### config.mk
export PLATFORM = sky130hd
export DESIGN_NAME = rv32i_id_ex_stage
export DESIGN_NICKNAME = d
export VERILOG_FILES = /design/src/rtl/rv32i_id_ex_stage.sv
export SDC_FILE = /design/constraint.sdc
export NUM_CORES = 1
export LEC_CHECK = 0
export ABC_AREA = 1
export ABC_CLOCK_PERIOD_IN_PS = 2000
export CAP_MARGIN = 20
export CELL_PAD_IN_SITES_DETAIL_PLACEMENT = 1
export CELL_PAD_IN_SITES_GLOBAL_PLACEMENT = 2
export CORE_AREA = 2 2 131 229
export CTS_BUF_LIST = sky130_fd_sc_hd__clkbuf_2 sky130_fd_sc_hd__clkbuf_4 sky130_fd_sc_hd__clkbuf_8
export DETAILED_ROUTE_END_ITERATION = 12
export DIE_AREA = 0 0 133 231
export PLACE_DENSITY_LB_ADDON = 0.1
export SLEW_MARGIN = 20
export SYNTH_ARGS = -nofsm -noshare
export SYNTH_HDL_FRONTEND = slang
export SYNTH_SLANG_ARGS = --single-unit
### constraint.sdc
create_clock -name i_clk -period 2 [get_ports i_clk]
set_clock_uncertainty 0.2 [all_clocks]
set_input_delay 0.3 -clock i_clk [delete_from_list [all_inputs] [get_ports i_clk]]
set_output_delay 0.3 -clock i_clk [all_outputs]
set_load 0.01 [all_outputs]
### src/rtl/rv32i_id_ex_stage.sv
// ---------------------------------------------------------------------------
// rv32i_id_ex_stage
//
// ID/EX pipeline register for a 5-stage RV32I core, with operand forwarding
// into the EX operands and load-use hazard detection back towards IF/ID.
//
// Configuration macros:
//   RV32I_FORWARDING_EN  when defined, o_rs1_data/o_rs2_data are taken from
//                        the EX/MEM or MEM/WB result if that stage writes the
//                        latched source register (x0 excluded). When
//                        undefined, the latched register data is passed
//                        straight through and the forwarding inputs are
//                        ignored.
//   ALU_OP_WIDTH         width of the ALU opcode field (defaults to 4).
//
// Ports:
//   i_clk, i_rst          clock; synchronous active-high reset
//   i_stall, i_flush      hold EX contents / insert a bubble (flush wins)
//   i_id_* ... i_mem_write decoded instruction from ID
//   i_exmem_*, i_memwb_*  destination, write enable and result of later stages
//   o_* (mirrors of ID)   registered EX-stage fields driving the ALU
//   o_load_use_hazard     combinational request to stall IF/ID for one cycle
// ---------------------------------------------------------------------------
`ifndef ALU_OP_WIDTH
`define ALU_OP_WIDTH 4
`endif

module rv32i_id_ex_stage #(
    parameter int WIDTH = 32
) (
    input  logic                     i_clk,
    input  logic                     i_rst,
    input  logic                     i_stall,
    input  logic                     i_flush,

    input  logic                     i_id_valid,
    input  logic [`ALU_OP_WIDTH-1:0] i_alu_op,
    input  logic [3:0]               i_branch_op,
    input  logic                     i_alu_src_a,
    input  logic [1:0]               i_alu_src_b,
    input  logic [WIDTH-1:0]         i_pc,
    input  logic [WIDTH-1:0]         i_imm,
    input  logic [WIDTH-1:0]         i_rs1_data,
    input  logic [WIDTH-1:0]         i_rs2_data,
    input  logic [4:0]               i_rs1_addr,
    input  logic [4:0]               i_rs2_addr,
    input  logic [4:0]               i_rd_addr,
    input  logic                     i_reg_write,
    input  logic                     i_mem_read,
    input  logic                     i_mem_write,

    input  logic [4:0]               i_exmem_rd,
    input  logic                     i_exmem_reg_write,
    input  logic [WIDTH-1:0]         i_exmem_result,
    input  logic [4:0]               i_memwb_rd,
    input  logic                     i_memwb_reg_write,
    input  logic [WIDTH-1:0]         i_memwb_result,

    output logic                     o_valid,
    output logic [`ALU_OP_WIDTH-1:0] o_alu_op,
    output logic [3:0]               o_branch_op,
    output logic                     o_alu_src_a,
    output logic [1:0]               o_alu_src_b,
    output logic [WIDTH-1:0]         o_pc,
    output logic [WIDTH-1:0]         o_imm,
    output logic [WIDTH-1:0]         o_rs1_data,
    output logic [WIDTH-1:0]         o_rs2_data,
    output logic [4:0]               o_rd_addr,
    output logic                     o_reg_write,
    output logic                     o_mem_read,
    output logic                     o_mem_write,

    output logic                     o_load_use_hazard
);

    typedef struct packed {
        logic                     valid;
        logic [`ALU_OP_WIDTH-1:0] alu_op;
        logic [3:0]               branch_op;
        logic                     alu_src_a;
        logic [1:0]               alu_src_b;
        logic [WIDTH-1:0]         pc;
        logic [WIDTH-1:0]         imm;
        logic [WIDTH-1:0]         rs1_data;
        logic [WIDTH-1:0]         rs2_data;
        logic [4:0]               rs1_addr;
        logic [4:0]               rs2_addr;
        logic [4:0]               rd_addr;
        logic                     reg_write;
        logic                     mem_read;
        logic                     mem_write;
    } ex_reg_t;

    ex_reg_t ex_d;
    ex_reg_t ex_q;

    // Priority below reset: flush > stall > load.
    always_comb begin
        ex_d = ex_q;
        if (i_flush) begin
            ex_d = '0;
        end else if (!i_stall) begin
            ex_d.valid     = i_id_valid;
            ex_d.alu_op    = i_alu_op;
            ex_d.branch_op = i_branch_op;
            ex_d.alu_src_a = i_alu_src_a;
            ex_d.alu_src_b = i_alu_src_b;
            ex_d.pc        = i_pc;
            ex_d.imm       = i_imm;
            ex_d.rs1_data  = i_rs1_data;
            ex_d.rs2_data  = i_rs2_data;
            ex_d.rs1_addr  = i_rs1_addr;
            ex_d.rs2_addr  = i_rs2_addr;
            ex_d.rd_addr   = i_rd_addr;
            // Side effects of an invalid slot must never reach later stages.
            ex_d.reg_write = i_reg_write & i_id_valid;
            ex_d.mem_read  = i_mem_read  & i_id_valid;
            ex_d.mem_write = i_mem_write & i_id_valid;
        end
    end

    always_ff @(posedge i_clk) begin
        if (i_rst) begin
            ex_q <= '0;
        end else begin
            ex_q <= ex_d;
        end
    end

    assign o_valid     = ex_q.valid;
    assign o_alu_op    = ex_q.alu_op;
    assign o_branch_op = ex_q.branch_op;
    assign o_alu_src_a = ex_q.alu_src_a;
    assign o_alu_src_b = ex_q.alu_src_b;
    assign o_pc        = ex_q.pc;
    assign o_imm       = ex_q.imm;
    assign o_rd_addr   = ex_q.rd_addr;
    assign o_reg_write = ex_q.reg_write;
    assign o_mem_read  = ex_q.mem_read;
    assign o_mem_write = ex_q.mem_write;

`ifdef RV32I_FORWARDING_EN
    // Forwarding looks at the latched addresses, so it keeps tracking the
    // later stages while this register is held by a stall.
    logic rs1_exmem_hit;
    logic rs1_memwb_hit;
    logic rs2_exmem_hit;
    logic rs2_memwb_hit;

    assign rs1_exmem_hit = i_exmem_reg_write && (ex_q.rs1_addr != 5'd0)
                           && (i_exmem_rd == ex_q.rs1_addr);
    assign rs1_memwb_hit = i_memwb_reg_write && (ex_q.rs1_addr != 5'd0)
                           && (i_memwb_rd == ex_q.rs1_addr);
    assign rs2_exmem_hit = i_exmem_reg_write && (ex_q.rs2_addr != 5'd0)
                           && (i_exmem_rd == ex_q.rs2_addr);
    assign rs2_memwb_hit = i_memwb_reg_write && (ex_q.rs2_addr != 5'd0)
                           && (i_memwb_rd == ex_q.rs2_addr);

    // EX/MEM holds the younger result, so it wins over MEM/WB.
    always_comb begin
        o_rs1_data = ex_q.rs1_data;
        if (rs1_exmem_hit) begin
            o_rs1_data = i_exmem_result;
        end else if (rs1_memwb_hit) begin
            o_rs1_data = i_memwb_result;
        end
    end

    always_comb begin
        o_rs2_data = ex_q.rs2_data;
        if (rs2_exmem_hit) begin
            o_rs2_data = i_exmem_result;
        end else if (rs2_memwb_hit) begin
            o_rs2_data = i_memwb_result;
        end
    end
`else
    assign o_rs1_data = ex_q.rs1_data;
    assign o_rs2_data = ex_q.rs2_data;

    // Forwarding inputs and latched source addresses have no consumer here.
    logic unused_fwd;
    assign unused_fwd = ^{i_exmem_rd, i_exmem_reg_write, i_exmem_result,
                          i_memwb_rd, i_memwb_reg_write, i_memwb_result,
                          ex_q.rs1_addr, ex_q.rs2_addr};
`endif

    // A load in EX whose destination is read by the instruction in ID: its
    // data is not available until after MEM, so ID must wait one cycle.
    assign o_load_use_hazard = ex_q.valid && ex_q.mem_read
                               && (ex_q.rd_addr != 5'd0) && i_id_valid
                               && ((ex_q.rd_addr == i_rs1_addr)
                                   || (ex_q.rd_addr == i_rs2_addr));

endmodule

==> impl_metrics.ini <==
[timing]
tightestPinTransition_ns = 0.306
worst_slew_margin = 0.796
hold_ws_ns = 0.171
final_max_slew_viol_count = 0
period_share = 1.02
timing_hold_violations_final = 0
rsz_0062_raised_after_global_routing = true
final-setup-viol-count = 1
fmax_ghz = 0.491
setup_slack_ns = -0.0366
finalWorstPathRequiredPeriod_ns = 2.04
fin_setup_tns_ns = -0.0366

[layout]
final-seq-area_um2 = 2970
area_delta_synth_final_pct = 70.6
design_area_um2 = 9760
final_net_count = 1229
drive_above_1_share = 0.167
layout.filler_cells = 3391
multi_input_area_um2 = 2390

[critical_path]
largest_fanout_of_any_net_on_the_critical_path = 3
crit_path_start_kind = flop
reg2regPathDepth = 3
setup.worst_path.class = flop to output pin
worst-endpoint-required_ns = 1.50
worstReg2RegEnd = o_rd_addr[4]
worst_ep_arrival_time_ns = 1.54
reg2reg_setup_slack_ns = 0.93
setup.worst_path.end_class = output pin
r2r_start = o_rd_addr[4]

[drt]
vias = 5620
dr.pass1.iters = 4
drcViolationCount = 0
detail_route.iter0.violations = 148
detail_route.vias_per_cell = 4.05
post_drt_wl_per_cell_um = 16.7
detail_route_antenna_nets = 0
drt_wl_total_um = 23100

[pwr]
power.static_leakage_nw = 3.49
sequentialPowerShare = 0.447
p_per_area_nw_per_um2 = 707
swShare = 0.246
pwr-share-clk = 0.406
power.net_switching_w = 0.00170
intPower_w = 0.00521
power_frac_comb = 0.147
vdd.ir_drop.worst_uv = 381

[clocking]
cts-buffers-inserted = 17
htreeDepth = 4
cts_tree = yes
clk_pin_slew_worst_paths_ns = 0.09
cts.root.buffer_cell = sky130_fd_sc_hd__clkbuf_8
clock_path_buffers = 2
clk-insertion-delay-late_ns = 0.47
cts_setup_buffers = 0
clock_sink_total = 148

[grt]
grt_util_met2 = 0.270
grt-busiest-layer = met2
grt_usage = 0.152
gr-usage-met1 = 0.163
pin_count_of_the_biggest_net_entering_global_routing = 55
grt_overflow_total = 0
first_global_vias = 5965
grt_use_met3 = 0.0573
number_of_antenna_violations_at_the_first_check_in_global_routing = 2
wire_length_of_the_first_global_routing_pass_um = 35500

[floorplan]
rows = 83
starting_density_of_the_core = 0.198
design.portCount = 387
die_h_um = 231
core-area_um2 = 29000
die_w_um = 133
design.die.area_um2 = 30700

[placed_design]
preCtsSetupSlack_ns = -0.323
hpwlAfterDp_um = 16900
gpl.final_weighted_congestion = 0.700
placement.io_buffers = 310
detailed_place.area_um2 = 9270

[min_path]
hold_sp = i_rs1_data[18]
worst_hold_path_type = primary input to flop
min_to = o_rs1_data[18]
whs_path_depth = 3

[flow_run]
cap_violations = 0

[synthesis]
post_synthesis_average_cell_area_um2 = 8.37
yosysUniqueCellTypes = 17
synth-seq-area-share = 0.518
synthCells = 684
ys.warnings.count = 0
netlist_area_um2 = 5720
synth_fp_nets = 922
ys_seq_elements = 148

[outcome]
violations_in_the_final_reports = negative setup slack
status = complete, but fails checks
cell usage after synthesis:
| cell type | count | area share |
|---|---|---|
| sky130_fd_sc_hd__nand4_1 | 2 | 0.0022 |
| sky130_fd_sc_hd__or2_1 | 1 | 0.0011 |
| sky130_fd_sc_hd__xnor2_1 | 2 | 0.0031 |
| sky130_fd_sc_hd__nor2_1 | 13 | 0.0085 |
| sky130_fd_sc_hd__nand2_1 | 302 | 0.20 |
| sky130_fd_sc_hd__dfxtp_1 | 148 | 0.52 |
| sky130_fd_sc_hd__nand3_1 | 5 | 0.0044 |
| sky130_fd_sc_hd__a211oi_1 | 4 | 0.0052 |
| sky130_fd_sc_hd__inv_6 | 1 | 0.0015 |
| sky130_fd_sc_hd__buf_4 | 2 | 0.0026 |
| sky130_fd_sc_hd__a21oi_2 | 100 | 0.15 |
| sky130_fd_sc_hd__clkbuf_1 | 14 | 0.0092 |
| sky130_fd_sc_hd__inv_1 | 11 | 0.0072 |
| sky130_fd_sc_hd__buf_6 | 15 | 0.030 |
| sky130_fd_sc_hd__a21oi_1 | 45 | 0.039 |
| sky130_fd_sc_hd__buf_2 | 18 | 0.016 |
| sky130_fd_sc_hd__xor2_1 | 1 | 0.0015 |
worst max-delay path by stage:
stage	startpoint	to	cells after the start
3_5_place_dp	i_rs1_addr[4]	o_load_use_hazard	8
5_1_grt	o_rd_addr[4]	o_load_use_hazard	7
2_1_floorplan	o_rd_addr[3]	o_load_use_hazard	6
4_1_cts	o_rd_addr[4]	o_load_use_hazard	7
6_report	o_rd_addr[1]	o_load_use_hazard	6
3_3_place_gp	i_rs1_addr[4]	o_load_use_hazard	8
layout by cell type (no fill, tap or decap), drive strengths merged, types with 4 or more instances in the layout:
cell,Yosys,layout
dlygate4sd2,0,6
dfxtp,148,148
inv,12,12
nor2,13,13
clkbuf,14,22
a211oi,4,4
nand3,5,5
clkdlybuf4s50,0,301
bufinv,0,5
a21oi,145,145
nand2,302,302
buf,35,28
logic make-up after synthesis:
group,share of synthesized area
compound gates,0.198
xor+xnor,0.00459
buf+inv,0.0658
flops,0.518
simple gates,0.214
state kept, by name, summed over array words and instances, names as in the netlist:
| name | cells |
|---|---|
| o_imm | 32 |
| o_pc | 32 |
| o_rs1_data | 32 |
| o_rs2_data | 32 |
| o_rd_addr | 5 |
| o_alu_op | 4 |
| o_branch_op | 4 |
| o_alu_src_b | 2 |
| o_alu_src_a | 1 |
| o_mem_read | 1 |
| o_mem_write | 1 |
| o_reg_write | 1 |
| o_valid | 1 |
what timing repair did:
action                                  4_1_cts  5_1_grt
endpoints found under the setup margin        8        2
hold buffers                                  1        0
resized for setup                            13        9
pin swaps                                     0        4
endpoints found under the hold margin         6        0
per-layer routing:
metal | vias to the layer above | share of wire
met2 | 205 | 0.51
met5 | - | 0.00052
met3 | 26 | 0.075
met4 | 2 | 0.021
met1 | 2595 | 0.39
li1 | 2792 | -
critical path, cell delays in order (launching register included):
cell and delay (ns):
sky130_fd_sc_hd__dfxtp_2 0.33, sky130_fd_sc_hd__buf_6 0.11, sky130_fd_sc_hd__xor2_1 0.15, sky130_fd_sc_hd__nor2_1 0.11
sky130_fd_sc_hd__nand3_1 0.08, sky130_fd_sc_hd__a21oi_1 0.15, sky130_fd_sc_hd__buf_2 0.15
per-stage QoR:
step                      cells  utilization  power [W]
after global routing       1386        0.337    0.00727
after detailed placement   1353        0.320    0.00419
final                      1386        0.337    0.00691
after CTS                  1385        0.336    0.00709
after global placement     1353        0.320    0.00419
after floorplan             684            -    0.00355
power groups by stage:
| stage | combinational [W] | sequential [W] | clock [W] |
|---|---|---|---|
| 6_report | 0.00102 | 0.00309 | 0.00281 |
| 5_1_grt | 0.00111 | 0.00310 | 0.00306 |
| 4_1_cts | 0.00104 | 0.00309 | 0.00296 |
| 3_5_place_dp | 0.00104 | 0.00316 | 0 |
| 3_3_place_gp | 0.00104 | 0.00315 | 0 |
| 2_1_floorplan | 0.000356 | 0.00320 | 0 |
layout make-up:
| cell class | instances | share of cell area |
|---|---|---|
| multi-input cells | 475 | 0.245 |
| flip-flops and latches | 148 | 0.304 |
| clock inverters | 9 | 0.0179 |
| well taps | 382 | 0.0489 |
| inverters | 12 | 0.00513 |
| repair buffers | 337 | 0.349 |
| diodes | 1 | 0.000256 |
| clock buffers | 22 | 0.0297 |
No activity file was read; power rests on OpenSTA's default activity.
